### src/rtl/sram_arbiter.sv
// Round-robin arbiter sharing one SRAM slave between N bus masters.
// One transaction at a time; the grant is held until the final response.
module sram_arbiter #(
  parameter int N  = 2,
  parameter int AW = 32,
  parameter int DW = 32
) (
  input  logic            clk,
  input  logic            reset,
  input  logic [N-1:0]    m_arvalid,
  input  logic [N-1:0]    m_awvalid,
  input  logic [N-1:0]    m_wvalid,
  input  logic [N-1:0]    m_rready,
  input  logic [N-1:0]    m_bready,
  input  logic [N*AW-1:0] m_araddr,
  input  logic [N*AW-1:0] m_awaddr,
  input  logic [N*DW-1:0] m_wdata,
  input  logic [N*DW-1:0] m_len,
  input  logic [N-1:0]    m_load_unsign,
  output logic [N-1:0]    m_arready,
  output logic [N-1:0]    m_awready,
  output logic [N-1:0]    m_wready,
  output logic [N-1:0]    m_rvalid,
  output logic [N-1:0]    m_rresp,
  output logic [N-1:0]    m_bvalid,
  output logic [N-1:0]    m_bresp,
  output logic [DW-1:0]   m_rdata,
  output logic            s_arvalid,
  output logic            s_awvalid,
  output logic            s_wvalid,
  output logic            s_rready,
  output logic            s_bready,
  output logic            s_load_unsign,
  output logic [AW-1:0]   s_araddr,
  output logic [AW-1:0]   s_awaddr,
  output logic [DW-1:0]   s_wdata,
  output logic [DW-1:0]   s_len,
  input  logic            s_arready,
  input  logic            s_awready,
  input  logic            s_wready,
  input  logic            s_rvalid,
  input  logic            s_rresp,
  input  logic            s_bvalid,
  input  logic            s_bresp,
  input  logic [DW-1:0]   s_rdata,
  output logic [N-1:0]    grant,
  output logic            busy
);

  localparam int GW = (N > 1) ? $clog2(N) : 1;

  typedef enum logic [1:0] {
    IDLE,
    READ,
    WRITE
  } state_t;

  state_t        state, state_n;
  logic [GW-1:0] gidx, gidx_n;
  logic [GW-1:0] last, last_n;
  logic [GW-1:0] cand;
  logic          found;
  logic [N-1:0]  req;

  logic [AW-1:0] araddr_a [N];
  logic [AW-1:0] awaddr_a [N];
  logic [DW-1:0] wdata_a  [N];
  logic [DW-1:0] len_a    [N];

  for (genvar i = 0; i < N; i++) begin : g_unpack
    assign araddr_a[i] = m_araddr[i*AW +: AW];
    assign awaddr_a[i] = m_awaddr[i*AW +: AW];
    assign wdata_a[i]  = m_wdata[i*DW +: DW];
    assign len_a[i]    = m_len[i*DW +: DW];
  end

  assign req     = m_arvalid | m_awvalid;
  assign m_rdata = s_rdata;

  always_ff @(posedge clk or posedge reset) begin
    if (reset) begin
      state <= IDLE;
      gidx  <= '0;
      last  <= GW'(N - 1);
    end else begin
      state <= state_n;
      gidx  <= gidx_n;
      last  <= last_n;
    end
  end

  // Rotating search starts just past the previous owner.
  always_comb begin
    state_n = state;
    gidx_n  = gidx;
    last_n  = last;
    cand    = '0;
    found   = 1'b0;
    unique case (state)
      IDLE: begin
        for (int k = 1; k <= N; k++) begin
          cand = GW'((int'(last) + k) % N);
          if (!found && req[cand]) begin
            found  = 1'b1;
            gidx_n = cand;
          end
        end
        if (found)
          state_n = m_arvalid[gidx_n] ? READ : WRITE;
      end
      READ: begin
        if (s_rvalid && m_rready[gidx]) begin
          state_n = IDLE;
          last_n  = gidx;
        end
      end
      WRITE: begin
        if (s_bvalid && m_bready[gidx]) begin
          state_n = IDLE;
          last_n  = gidx;
        end
      end
      default: state_n = IDLE;
    endcase
  end

  always_comb begin
    m_arready     = '0;
    m_awready     = '0;
    m_wready      = '0;
    m_rvalid      = '0;
    m_rresp       = '0;
    m_bvalid      = '0;
    m_bresp       = '0;
    s_arvalid     = 1'b0;
    s_awvalid     = 1'b0;
    s_wvalid      = 1'b0;
    s_rready      = 1'b0;
    s_bready      = 1'b0;
    s_load_unsign = 1'b0;
    s_araddr      = '0;
    s_awaddr      = '0;
    s_wdata       = '0;
    s_len         = '0;
    grant         = '0;
    busy          = 1'b0;
    // The SRAM's bresp trails the B handshake, so route it outside WRITE.
    m_bresp[gidx] = s_bresp && !reset;
    unique case (state)
      READ: begin
        grant[gidx]     = 1'b1;
        busy            = 1'b1;
        s_arvalid       = m_arvalid[gidx];
        s_araddr        = araddr_a[gidx];
        s_len           = len_a[gidx];
        s_load_unsign   = m_load_unsign[gidx];
        s_rready        = m_rready[gidx];
        m_arready[gidx] = s_arready;
        m_rvalid[gidx]  = s_rvalid;
        m_rresp[gidx]   = s_rresp;
      end
      WRITE: begin
        grant[gidx]     = 1'b1;
        busy            = 1'b1;
        s_awvalid       = m_awvalid[gidx];
        s_awaddr        = awaddr_a[gidx];
        s_wvalid        = m_wvalid[gidx];
        s_wdata         = wdata_a[gidx];
        s_len           = len_a[gidx];
        s_bready        = m_bready[gidx];
        m_awready[gidx] = s_awready;
        m_wready[gidx]  = s_wready;
        m_bvalid[gidx]  = s_bvalid;
      end
      default: ;
    endcase
  end

endmodule
### config.mk
export PLATFORM = sky130hd
export DESIGN_NAME = sram_arbiter
export DESIGN_NICKNAME = d
export VERILOG_FILES = /design/src/rtl/sram_arbiter.sv
export SDC_FILE = /design/constraint.sdc
export NUM_CORES = 1
export LEC_CHECK = 0
export ABC_AREA = 1
export BUFFER_PORTS_ARGS = -buffer_cell sky130_fd_sc_hd__buf_2
export CORE_AREA = 2 2 192 194
export DETAILED_ROUTE_END_ITERATION = 10
export DIE_AREA = 0 0 194 196
export GPL_TIMING_DRIVEN = 0
export PLACE_DENSITY = 0.32
export SLEW_MARGIN = 20
export SYNTH_ARGS = -nofsm -noshare
export SYNTH_HDL_FRONTEND = slang
export SYNTH_SLANG_ARGS = --single-unit
### constraint.sdc
create_clock -name clk -period 1.25 [get_ports clk]
set_input_delay 0.125 -clock clk [delete_from_list [all_inputs] [get_ports clk]]
set_output_delay 0.125 -clock clk [all_outputs]
set_load 0.01 [all_outputs]
Yosys cells after proc, flatten, opt, wreduce, memory -nomap -nowiden
Index checks and enable logic that the tools add are counted.
Storage, ports and cells
  register bits: 4
  bits in latches: 0
  RAM bits: 0
  ROM bits: 0
  logic and storage cells: 102
  memories: 0
Operators by class
  add/subtract/negate cells: 2
  multipliers: 0
  divide/modulo/power cells: 0
  order comparisons: 6
  equal/unequal tests: 5
  shift-type cells: 0
  muxes and demuxes: 65
  bitwise logic cells: 9
  reduce and logical (&&, ||, !) cells: 12
Operators by type and width (count)
  2-to-1 mux 32 bit: 16
  2-to-1 mux 1 bit: 35
  2-to-1 mux 2 bit: 11
  AND 2 bit: 7
  less-than comparator 1 x 2 -> 1 bit, second input constant: 4
  != test 2 bit, second input constant: 3
  case mux 2 bit (3 select lines): 1
  AND reduction 3 bit: 2
  logical AND 1 bit: 5
  adder 1 bit, second input constant: 2
  equality test 2 x 1 -> 1 bit, second input constant: 1
  equality test 2 bit, second input constant: 1
  >= comparator 2 bit, second input constant: 1
  logical NOT 1 bit: 2
  logical NOT 2 bit: 1
  NOT 1 -> 2 bit: 1
  OR 2 bit: 1
  case mux 1 bit (2 select lines): 1
  nonzero test 2 bit: 1
  OR reduction 2 bit: 1
  demux 1 bit (select 1 bit): 1
  >= comparator 1 bit, second input constant: 1

Longest topological paths before layout
  depth in word-level cells: 14
  gate-level depth with buffers: 9

Worst setup path before layout
No wires, ideal clock.
  path kind: register to output
  start: register state[0]
  end: output port s_len[22]
  arrival: 1311 ps
  required time: 1125 ps
  path slack: -186 ps
  stages on the path, launching flop included: 7
  cell sequence: dfrtp_1 inv_1 ha_1 nand2_1 inv_2 buf_2 a22o_1
Between the ends
  longest elaborated chain between the ends: 3
  elaborated cells on any way between the ends: 4
RTL lines
  start: declaration: RTL line 58  | state_t state, state_n;
  start signal: assignment: RTL line 86  | state <= state_n;
  equality test 2 bit / equality test 2 x 1 -> 1 bit (equally long branches): RTL line 149  | unique case (state)
  OR reduction 2 bit (no line) *
  2-to-1 mux 32 bit *
  end: declaration: RTL line 37  | output logic [DW-1:0] s_len,
Every way passes the cells marked *; elsewhere a longest branch is shown, timed or not.

Final worst setup path
  start: register state[1]
  end: output port s_len[23]
Same word-level chain as after synthesis.

==> impl_metrics.prom <==
# TYPE chip_impl_metric gauge
chip_impl_metric{name="number_of_unique_standard_cell_types_used_by_synthesis",unit=""} 22
chip_impl_metric{name="place_ws",unit="ps"} -607
chip_impl_info{name="rsz0062_at_grt",value="yes"} 1
chip_impl_metric{name="synth_adder_area_share",unit="%"} 1.51
chip_impl_metric{name="antenna_diode_count",unit=""} 0
chip_impl_metric{name="setup_tns",unit="ps"} -63630
chip_impl_metric{name="grt_overflow_total",unit=""} 0
chip_impl_metric{name="io_buffer_count",unit=""} 459
chip_impl_metric{name="drv_slew",unit=""} 0
chip_impl_metric{name="final.setup.worst_slack",unit="ps"} -521
chip_impl_metric{name="nFillCells",unit=""} 4077
chip_impl_metric{name="antenna_found_initial",unit=""} 1
chip_impl_metric{name="post-route-drc-count",unit=""} 0
chip_impl_metric{name="wirelength",unit="mm"} 25.1
chip_impl_info{name="hold_path_class",value="in2reg"} 1
chip_impl_metric{name="start_util",unit="%"} 6.91
chip_impl_metric{name="synth.net_count",unit=""} 796
chip_impl_metric{name="grt_pass1_vias",unit=""} 5279
chip_impl_metric{name="clk-insertion-delay-late",unit="ps"} 230
chip_impl_metric{name="antenna_violating_nets_post_route",unit=""} 0
chip_impl_metric{name="fin_hold_ws",unit="ps"} 280
chip_impl_metric{name="routabilityCongestion",unit=""} 0.776
chip_impl_metric{name="place_hpwl",unit="mm"} 18.5
chip_impl_metric{name="timing.clock.skew",unit="ps"} 0.412
chip_impl_metric{name="core-area",unit="µm²"} 36100
chip_impl_metric{name="die_height",unit="µm"} 196
chip_impl_metric{name="die-area",unit="µm²"} 38000
chip_impl_metric{name="tritoncts.num_buffers",unit=""} 3
chip_impl_info{name="critical_path_class",value="reg2out"} 1
chip_impl_metric{name="fin_nets",unit=""} 1317
chip_impl_metric{name="ys_warn_count",unit=""} 0
chip_impl_metric{name="critical_path_peak_fanout",unit=""} 7
chip_impl_metric{name="avgViaCountPerCell",unit=""} 3.58
chip_impl_metric{name="numClockSinks",unit=""} 4
chip_impl_metric{name="worst_slew_pin_slew",unit="ps"} 230
chip_impl_metric{name="peakVddDrop",unit="V"} 0.000990
chip_impl_metric{name="cellLeakagePower",unit="nW"} 4.17
chip_impl_metric{name="pin_count",unit=""} 492
chip_impl_metric{name="required",unit="ps"} 1120
chip_impl_info{name="tritoncts",value="done"} 1
chip_impl_metric{name="simple_gate_share_of_the_synthesized_area",unit="%"} 38.4
chip_impl_metric{name="cp_data_arrival_time",unit="ps"} 1650
chip_impl_metric{name="synthesis.area_per_instance",unit="µm²"} 5.15
chip_impl_metric{name="synth-compound-area-share",unit="%"} 32.7
chip_impl_metric{name="max-cap-violations",unit=""} 0
chip_impl_metric{name="core.rowCount",unit=""} 70
chip_impl_metric{name="chipWidth",unit="µm"} 194
chip_impl_metric{name="max_slew_margin",unit="%"} 84.6
chip_impl_metric{name="post_synth_xor_area_fraction",unit="%"} 0
chip_impl_metric{name="synthMuxAreaShare",unit="%"} 0
chip_impl_metric{name="period_share",unit="%"} 142
chip_impl_info{name="synth_top_family_by_area",value="simple AND/OR/NAND/NOR gates"} 1
chip_impl_metric{name="level_count_of_the_clock_h_tree",unit=""} 1
chip_impl_info{name="cp-start-kind",value="flip-flop"} 1
chip_impl_metric{name="syn_inst_count",unit=""} 484
chip_impl_metric{name="first_pass_iters",unit=""} 4
chip_impl_metric{name="achievable-frequency",unit="MHz"} 565
chip_impl_metric{name="grt_util_all_layers",unit="%"} 11.6
chip_impl_metric{name="first_pass_grt_wire_length",unit="mm"} 33.3
chip_impl_metric{name="drt_first_iter_violations",unit=""} 110
chip_impl_metric{name="wire_per_inst",unit="µm"} 17.0
chip_impl_info{name="violations",value="setup timing"} 1
chip_impl_metric{name="post-route-min-period",unit="ps"} 1770
chip_impl_metric{name="layout-area-overhead-vs-synth",unit="%"} 231
chip_impl_metric{name="drive_above_1_share",unit="%"} 77.4
chip_impl_metric{name="power_per_cell_area",unit="nW/µm²"} 2150
chip_impl_metric{name="finalHoldViolations",unit=""} 0
chip_impl_metric{name="cts-root-to-sink-buffers",unit=""} 2
chip_impl_metric{name="synth_seq_area_share",unit="%"} 4.07
chip_impl_metric{name="clkSlewWorstSetupHoldPaths",unit="ps"} 30
chip_impl_metric{name="synth.ff_latch_count",unit=""} 4
chip_impl_info{name="clock_tree.root_cell",value="sky130_fd_sc_hd__clkbuf_16"} 1
chip_impl_metric{name="grt_start_max_net_pins",unit=""} 11
chip_impl_info{name="status",value="finished with violations"} 1
chip_impl_info{name="timing.critical_path.to_type",value="output pin"} 1
chip_impl_metric{name="synthesis.area",unit="µm²"} 2490
chip_impl_metric{name="vias",unit=""} 5267
chip_impl_metric{name="timing.final.setup_violations",unit=""} 153
cells in the mapped netlist:
cell / n / area [µm²]
sky130_fd_sc_hd__nand3_1: 10 / 50.1
sky130_fd_sc_hd__inv_1: 15 / 56.3
sky130_fd_sc_hd__inv_6: 1 / 8.76
sky130_fd_sc_hd__ha_1: 3 / 37.5
sky130_fd_sc_hd__buf_6: 9 / 101
sky130_fd_sc_hd__o22ai_1: 1 / 6.26
sky130_fd_sc_hd__nor3_2: 1 / 10.0
sky130_fd_sc_hd__o21bai_1: 1 / 7.51
sky130_fd_sc_hd__nand2_1: 220 / 826
sky130_fd_sc_hd__clkinv_1: 1 / 3.75
sky130_fd_sc_hd__a21oi_1: 100 / 500
sky130_fd_sc_hd__a22o_1: 32 / 280
sky130_fd_sc_hd__nor3_1: 1 / 5.00
sky130_fd_sc_hd__nor2_1: 15 / 56.3
sky130_fd_sc_hd__buf_4: 39 / 293
sky130_fd_sc_hd__clkbuf_1: 6 / 22.5
sky130_fd_sc_hd__o21ai_1: 4 / 20.0
sky130_fd_sc_hd__inv_2: 3 / 11.3
sky130_fd_sc_hd__dfstp_2: 1 / 26.3
sky130_fd_sc_hd__buf_2: 17 / 85.1
sky130_fd_sc_hd__dfrtp_1: 3 / 75.1
sky130_fd_sc_hd__nand3_2: 1 / 10.0
worst max-delay path, cell delays in order (launching register included):
cell	delay, ps
sky130_fd_sc_hd__dfrtp_1	390
sky130_fd_sc_hd__inv_2	90
sky130_fd_sc_hd__ha_4	220
sky130_fd_sc_hd__nand2_4	80
sky130_fd_sc_hd__inv_6	50
sky130_fd_sc_hd__buf_6	130
sky130_fd_sc_hd__buf_6	120
sky130_fd_sc_hd__a22o_1	200
sky130_fd_sc_hd__buf_2	130
state kept, by name (all words and copies together) (netlist names):
name   cells
state      2
last       1
gidx       1
cell type report:
class / count / area, µm² / area share (%)
well taps: 468 / 586 / 7.10
repair buffers: 515 / 3500 / 42.4
repair inverters: 3 / 41.3 / 0.501
clock buffers: 4 / 78.8 / 0.956
inverters: 20 / 139 / 1.68
multi-input cells: 389 / 2930 / 35.6
flip-flops and latches: 4 / 101 / 1.23
plain buffers: 69 / 870 / 10.5
power breakdown:
part / internal [W] / switching, W
clock: 0.000422 / 0.000101
combinational: 0.00820 / 0.00873
sequential: 0.000205 / 0.0000405
total: 0.00883 / 0.00888
layer usage:
layer  vias up  wire length (µm)  GRT usage, %
met2       259             13500          22.6
met4         2               156          1.40
met5         -                13             0
met1      2388              9970          13.6
met3        12              1430          1.72
li1       2606                 -             -
cell families (layout without fill, tap and decap cells):
group / count (synthesis) / in the layout
AOI/OAI and AO/OA: 138 / 138
adders and majority gates: 3 / 3
DFF: 4 / 4
and+or+nand+nor: 248 / 248
buffers and inverters: 91 / 611
stage by stage:
stage | std cells | util [%] | total power (W) | area (µm²)
after floorplan | 484 | - | 0.00676 | 3060
after global placement | 1411 | 16.5 | 0.0110 | 5940
after detailed placement | 1411 | 16.5 | 0.0109 | 5940
after CTS | 1460 | 20.5 | 0.0159 | 7380
after global routing | 1472 | 22.8 | 0.0189 | 8240
final | 1472 | 22.8 | 0.0177 | 8240
final timing paths:
kind / from / end / slack (ps) / cells after the start
max: state[1] / s_len[23] / -520 / 8
min: m_arvalid[1] / state[1] / 280 / 4
max reg2reg: state[1] / state[1] / -240 / 10
min reg2reg: last / last / 460 / 2
max in group asynchronous: reset / last / 600 / 3
min in group asynchronous: reset / state[1] / 400 / 3
layout by cell type (no fill, tap or decap), drive strengths merged:
cell type and instances:
clkbuf 18, nor2 15, dfstp 1, dlygate4sd3 1, o21ai 4, a22o 32, o22ai 1, nor3 2
ha 3, inv 18, o21bai 1, a21oi 100, nand3 11, dfrtp 3, nand2 220, buf 569
clkinv 5
repair_timing:
item	CTS	global route
hold endpoints to repair	3	0
gates resized for setup	179	169
pin swaps	12	32
setup buffers	29	10
hold buffers	1	0
setup endpoints to repair	154	155
gates cloned	15	9
(Power assumes the default switching activity.)
